--- src/rtl/svm_kernel_accum.sv ---
// SVM kernel/accumulate stage: streams alpha ROM reads, applies a saturating
// degree-2 polynomial kernel per support vector, accumulates alpha*k, adds bias.
module svm_kernel_accum #(
   parameter int NBITS         = 8,
   parameter int LOG_F_WIDTH   = 5,
   parameter int SUP_WIDTH     = 64,
   parameter int LOG_SUP_WIDTH = 6,
   parameter int ALPHA_BITS    = 16,
   parameter int KBITS         = 16,
   parameter int KOFFSET       = 1,
   parameter int KSHIFT        = 8,
   parameter int ACC_BITS      = ALPHA_BITS + KBITS + 1 + LOG_SUP_WIDTH
) (
   input  logic                                   clk,
   input  logic                                   rst,
   input  logic                                   start,
   input  logic signed [NBITS+LOG_F_WIDTH-1:0]    matmul1_result [0:SUP_WIDTH-1],
   output logic        [LOG_SUP_WIDTH-1:0]        alpha_addr,
   output logic                                   alpha_rd_en,
   input  logic signed [ALPHA_BITS-1:0]           alpha_data,
   input  logic signed [ACC_BITS-1:0]             bias,
   output logic                                   busy,
   output logic                                   done,
   output logic signed [ACC_BITS-1:0]             score,
   output logic                                   decision
);

   localparam int D  = NBITS + LOG_F_WIDTH;
   localparam int PW = ALPHA_BITS + KBITS + 1;
   localparam logic [LOG_SUP_WIDTH-1:0] LAST_IDX = LOG_SUP_WIDTH'(SUP_WIDTH - 1);
   localparam logic signed [D:0] KOFF_X = (D+1)'(KOFFSET);

   typedef enum logic [2:0] {IDLE, RUN, DRAIN, BIAS, DONE} state_t;

   state_t                      state;
   logic                        drain_cnt;
   logic                        rd_d;
   logic [LOG_SUP_WIDTH-1:0]    addr_d;
   logic                        s1_vld;
   logic signed [ALPHA_BITS-1:0] s1_alpha;
   logic [KBITS-1:0]            s1_k;
   logic signed [ACC_BITS-1:0]  acc;

   logic                        accept;
   logic signed [D:0]           ksum;
   logic [D:0]                  kmag;
   logic [2*D+1:0]              ksq;
   logic [2*D+1:0]              ksh;
   logic [KBITS-1:0]            kval;
   logic signed [PW-1:0]        prod;
   logic signed [ACC_BITS-1:0]  prod_x;
   logic signed [ACC_BITS-1:0]  score_nxt;

   assign accept = start && (state == IDLE || state == DONE);

   // Kernel for the entry whose alpha is arriving this cycle; |s|^2 == s^2.
   assign ksum = {matmul1_result[addr_d][D-1], matmul1_result[addr_d]} + KOFF_X;
   assign kmag = ksum[D] ? (~ksum + (D+1)'(1)) : ksum;
   assign ksq  = {{(D+1){1'b0}}, kmag} * {{(D+1){1'b0}}, kmag};
   assign ksh  = ksq >> KSHIFT;
   assign kval = (|ksh[2*D+1:KBITS]) ? {KBITS{1'b1}} : ksh[KBITS-1:0];

   assign prod   = $signed({{(KBITS+1){s1_alpha[ALPHA_BITS-1]}}, s1_alpha})
                 * $signed({{ALPHA_BITS{1'b0}}, 1'b0, s1_k});
   assign prod_x = {{(ACC_BITS-PW){prod[PW-1]}}, prod};
   assign score_nxt = acc + bias;

   always_ff @(posedge clk or negedge rst) begin
      if (!rst) begin
         state       <= IDLE;
         drain_cnt   <= 1'b0;
         alpha_addr  <= '0;
         alpha_rd_en <= 1'b0;
         busy        <= 1'b0;
         done        <= 1'b0;
         score       <= '0;
         decision    <= 1'b0;
      end else begin
         done <= 1'b0;
         case (state)
            IDLE, DONE: begin
               if (accept) begin
                  state       <= RUN;
                  alpha_addr  <= '0;
                  alpha_rd_en <= 1'b1;
                  busy        <= 1'b1;
               end else begin
                  state <= IDLE;
               end
            end
            RUN: begin
               if (alpha_addr == LAST_IDX) begin
                  state       <= DRAIN;
                  alpha_rd_en <= 1'b0;
                  drain_cnt   <= 1'b0;
               end else begin
                  alpha_addr <= alpha_addr + LOG_SUP_WIDTH'(1);
               end
            end
            DRAIN: begin
               if (drain_cnt) state <= BIAS;
               drain_cnt <= 1'b1;
            end
            BIAS: begin
               score    <= score_nxt;
               decision <= ~score_nxt[ACC_BITS-1];
               busy     <= 1'b0;
               done     <= 1'b1;
               state    <= DONE;
            end
            default: state <= IDLE;
         endcase
      end
   end

   // S1 captures ROM data one cycle after its address; S2 accumulates.
   always_ff @(posedge clk or negedge rst) begin
      if (!rst) begin
         rd_d     <= 1'b0;
         addr_d   <= '0;
         s1_vld   <= 1'b0;
         s1_alpha <= '0;
         s1_k     <= '0;
         acc      <= '0;
      end else begin
         rd_d   <= alpha_rd_en;
         addr_d <= alpha_addr;
         s1_vld <= rd_d;
         if (rd_d) begin
            s1_alpha <= alpha_data;
            s1_k     <= kval;
         end
         if (accept)
            acc <= '0;
         else if (s1_vld)
            acc <= acc + prod_x;
      end
   end

endmodule

--- config.mk ---
export PLATFORM = sky130hd
export DESIGN_NAME = svm_kernel_accum
export DESIGN_NICKNAME = d
export VERILOG_FILES = /design/src/rtl/svm_kernel_accum.sv
export SDC_FILE = /design/constraint.sdc
export NUM_CORES = 2
export LEC_CHECK = 0
export BUFFER_PORTS_ARGS = -buffer_cell sky130_fd_sc_hd__buf_2
export CAP_MARGIN = 0
export CORE_AREA = 2 2 367 369
export CTS_CLUSTER_DIAMETER = 40
export DETAILED_ROUTE_END_ITERATION = 8
export DIE_AREA = 0 0 369 371
export SKIP_LAST_GASP = 1
export SYNTH_ARGS = -nofsm -noshare
export SYNTH_HDL_FRONTEND = slang
export SYNTH_SLANG_ARGS = --single-unit
--- constraint.sdc ---
create_clock -name clk -period 17.1 [get_ports clk]
set_input_delay 0.855 -clock clk [delete_from_list [all_inputs] [get_ports clk]]
set_output_delay 0.855 -clock clk [all_outputs]
set_load 0.005 [all_outputs]
==> reports/metrics.yaml <==
drt_wl_total_um: 150300
syn_area_um2: 29830
crit_arrival_ns: 13.67
critPathSlowestCell: "clkinv_1"
fin_crit_ns: 13.30
synth_flop_cell: "dfrtp_1"
hold_class: "input port to asynchronous set/reset pin"
rows: 134
grtUsageMet3: 0.05303
via_count: 26750
worstPathMaxFanout: 42
tns_ns: 0
drtPass1Iterations: 5
rrSetupSlack_ns: 3.80
syn2layout_area_growth_pct: 23.58
hold_viol_final: 0
grt_start_max_net_pins: 83
synth.top_cell.area_share: 0.2308
synth_cell_types: 98
rsz0062_at_grt: "false"
cts_buffers: 17
num-nets-final: 5298
finClkSkew_ns: 0.01165
die_width_um: 369
crit_path_start_kind: "flip-flop"
drt_iter0_markers: 1608
io_pins: 939
design_area_um2: 36870
drive_gt1_frac: 0.3270
cts_buffer_depth: 2
final_util: 0.2776
max-slew-margin-rel: 0.1537
grt_usage: 0.2156
status: "finished clean"
yosysTopAreaCell: "fa_1"
fillCellCount: 14300
period_share: 0.7776
core_um2: 132800
die_h_um: 371
drv_slew: 0
antenna_found_initial: 106
clock_sinks: 132
worstPathRequired_ns: 17.47
clk_pin_slew_ns: 0.08
cp-end-kind: "flip-flop"
max-cap-violations: 0
gp_congestion: 0.9378
overflow: 0
grt_pass1_vias: 27550
setup_violations: 0
initial_core_util: 0.2247
drc: 0
tritoncts: "yes"
ys_ff_latch: 132
post_cts_resized: 0
portBuffers: 938
grt_util_met1: 0.2702
pre_cts_ws_ns: 3.755
crit_type: "flip-flop to flip-flop"
root_buffer: "clkbuf_16"
async_reset_ff_frac: 1.000
worst_slack_ns: 3.802
synthTopCellsByArea: "fa_1 (23%), mux4_2 (14%), dfrtp_1 (11%)"
drt-vias-per-instance: 4.744
place_area_um2: 36120
worst-slew-pin-transition_ns: 1.262
fmax_ghz: 0.07520
routedWlPerCell_um: 26.65
clk_latency_ns: 0.48
yosysSeqAreaShare: 0.1107
grt_pass1_wl_um: 207400
place_hpwl_um: 132800
yosysWarnings: 0
cp_slowest_stage_delay_ns: 1.20
synthCells: 2951
h-tree-depth: 4
dieArea_um2: 136900
critPathMostFrequentCell: "fa_1"
met2_usage: 0.3562
avgSynthCellArea_um2: 10.11
cts_hold_buf: 0
synth-edff-count: 0
busiest_layer: "met2"
antenna_left: 0
post_cts_buffers: 0
-- area by class of cell --
type / instances / area [um^2] / share of cell area
inverter: 457 / 1717 / 0.04657
clock inverter: 15 / 185.2 / 0.005023
antenna: 55 / 137.6 / 0.003733
timing repair buffer: 968 / 4938 / 0.1340
multi-input combinational: 2227 / 23930 / 0.6492
tap: 1768 / 2212 / 0.06001
sequential: 132 / 3317 / 0.08997
clock buffer: 17 / 425.4 / 0.01154
-- worst max-delay path: cells and delay by family, from the launching register on --
kind,cells,cell delay [ns]
flops,1,0.70
simple gates,6,1.50
mux,3,1.16
fa+ha+maj,8,3.47
xor+xnor,2,1.02
compound gates,12,3.09
buf+inv,7,2.10
-- final timing paths --
path	start	endpoint	cells past startpoint
min in group clk	state[2]$_DFFE_PN0P_	state[1]$_DFFE_PN0P_	1
max	addr_d[1]$_DFF_PN0_	s1_k[4]$_DFFE_PN0P_	38
max in group asynchronous	rst	addr_d[2]$_DFF_PN0_	2
min	rst	s1_alpha[3]$_DFFE_PN0P_	1
min reg2reg	state[2]$_DFFE_PN0P_	state[1]$_DFFE_PN0P_	1
max reg2reg	addr_d[1]$_DFF_PN0_	s1_k[4]$_DFFE_PN0P_	38
-- logic make-up (layout without fill, tap and decap cells) --
| logic type | after synthesis | after routing | synth area share |
|---|---|---|---|
| DFF | 132 | 132 | 0.1107 |
| xor gates and xnor gates | 105 | 105 | 0.03183 |
| buffers and inverters | 610 | 1457 | 0.08946 |
| other | 2 | 75 | 0.0002517 |
| adders and majority gates | 605 | 605 | 0.3403 |
| AOI/OAI and AO/OA | 395 | 395 | 0.09072 |
| muxes | 338 | 338 | 0.2098 |
| and+or+nand+nor | 764 | 764 | 0.1269 |
-- layer usage --
metal | wire, um | share of wire
met5 | 287 | 0.0019
met4 | 5347 | 0.036
met2 | 71640 | 0.48
met3 | 12010 | 0.080
met1 | 61010 | 0.41
-- cells in the mapped netlist, drive strengths merged, types with 11 or more instances --
library cell / count
inv: 456
fa: 344
nand2: 299
ha: 261
mux4: 218
dfrtp: 132
and2: 124
nor2: 108
o21ai: 100
mux2i: 94
clkbuf: 79
buf: 74
a21oi: 67
xnor2: 62
a21o: 51
nand2b: 46
xor2: 43
nand3: 37
nor2b: 30
nor3: 28
mux2: 26
a22oi: 21
o22a: 16
a211oi: 15
o21a: 14
and3: 13
nand4: 13
o21bai: 13
or3: 13
a31oi: 11
-- flip-flops by register name (all words and copies together), names as in the netlist --
register     cells
decision         1
busy             1
alpha_rd_en      1
s1_alpha        16
s1_k            16
drain_cnt        1
alpha_addr       6
addr_d           6
done             1
state            3
s1_vld           1
score           39
acc             39
rd_d             1
-- per-stage QoR --
stage / std cells / hold WS, ns
6_report: 5639 / 0.3968
5_1_grt: 5616 / 0.4465
4_1_cts: 5584 / 0.4080
3_5_place_dp: 5552 / 0.4592
3_3_place_gp: 5552 / 0.4458
2_1_floorplan: 2969 / 0.3519
-- cells in the final DEF, fill, tap and decap left out, drive strengths merged, types with 9 or more instances in the layout --
cell    instances
nor2          108
nand2         299
nand2b         46
and2          124
inv           462
mux4          218
or3            13
nor2b          30
o21bai         13
nand3          37
xor2           43
mux2           26
a31oi          11
diode          55
xnor2          62
fa            344
clkinv          9
a21o           51
a211oi         15
o21a           14
buf           968
nor3b          10
and3           13
a21oi          67
nand4          13
nor3           28
or2            10
dfrtp         132
ha            261
a22oi          21
o21ai         100
mux2i          94
conb           20
o22a           16
clkbuf         17
o31ai          10
Power is not shown: default switching activity piles up to over one toggle a cycle in this logic, so the estimate is an artifact.
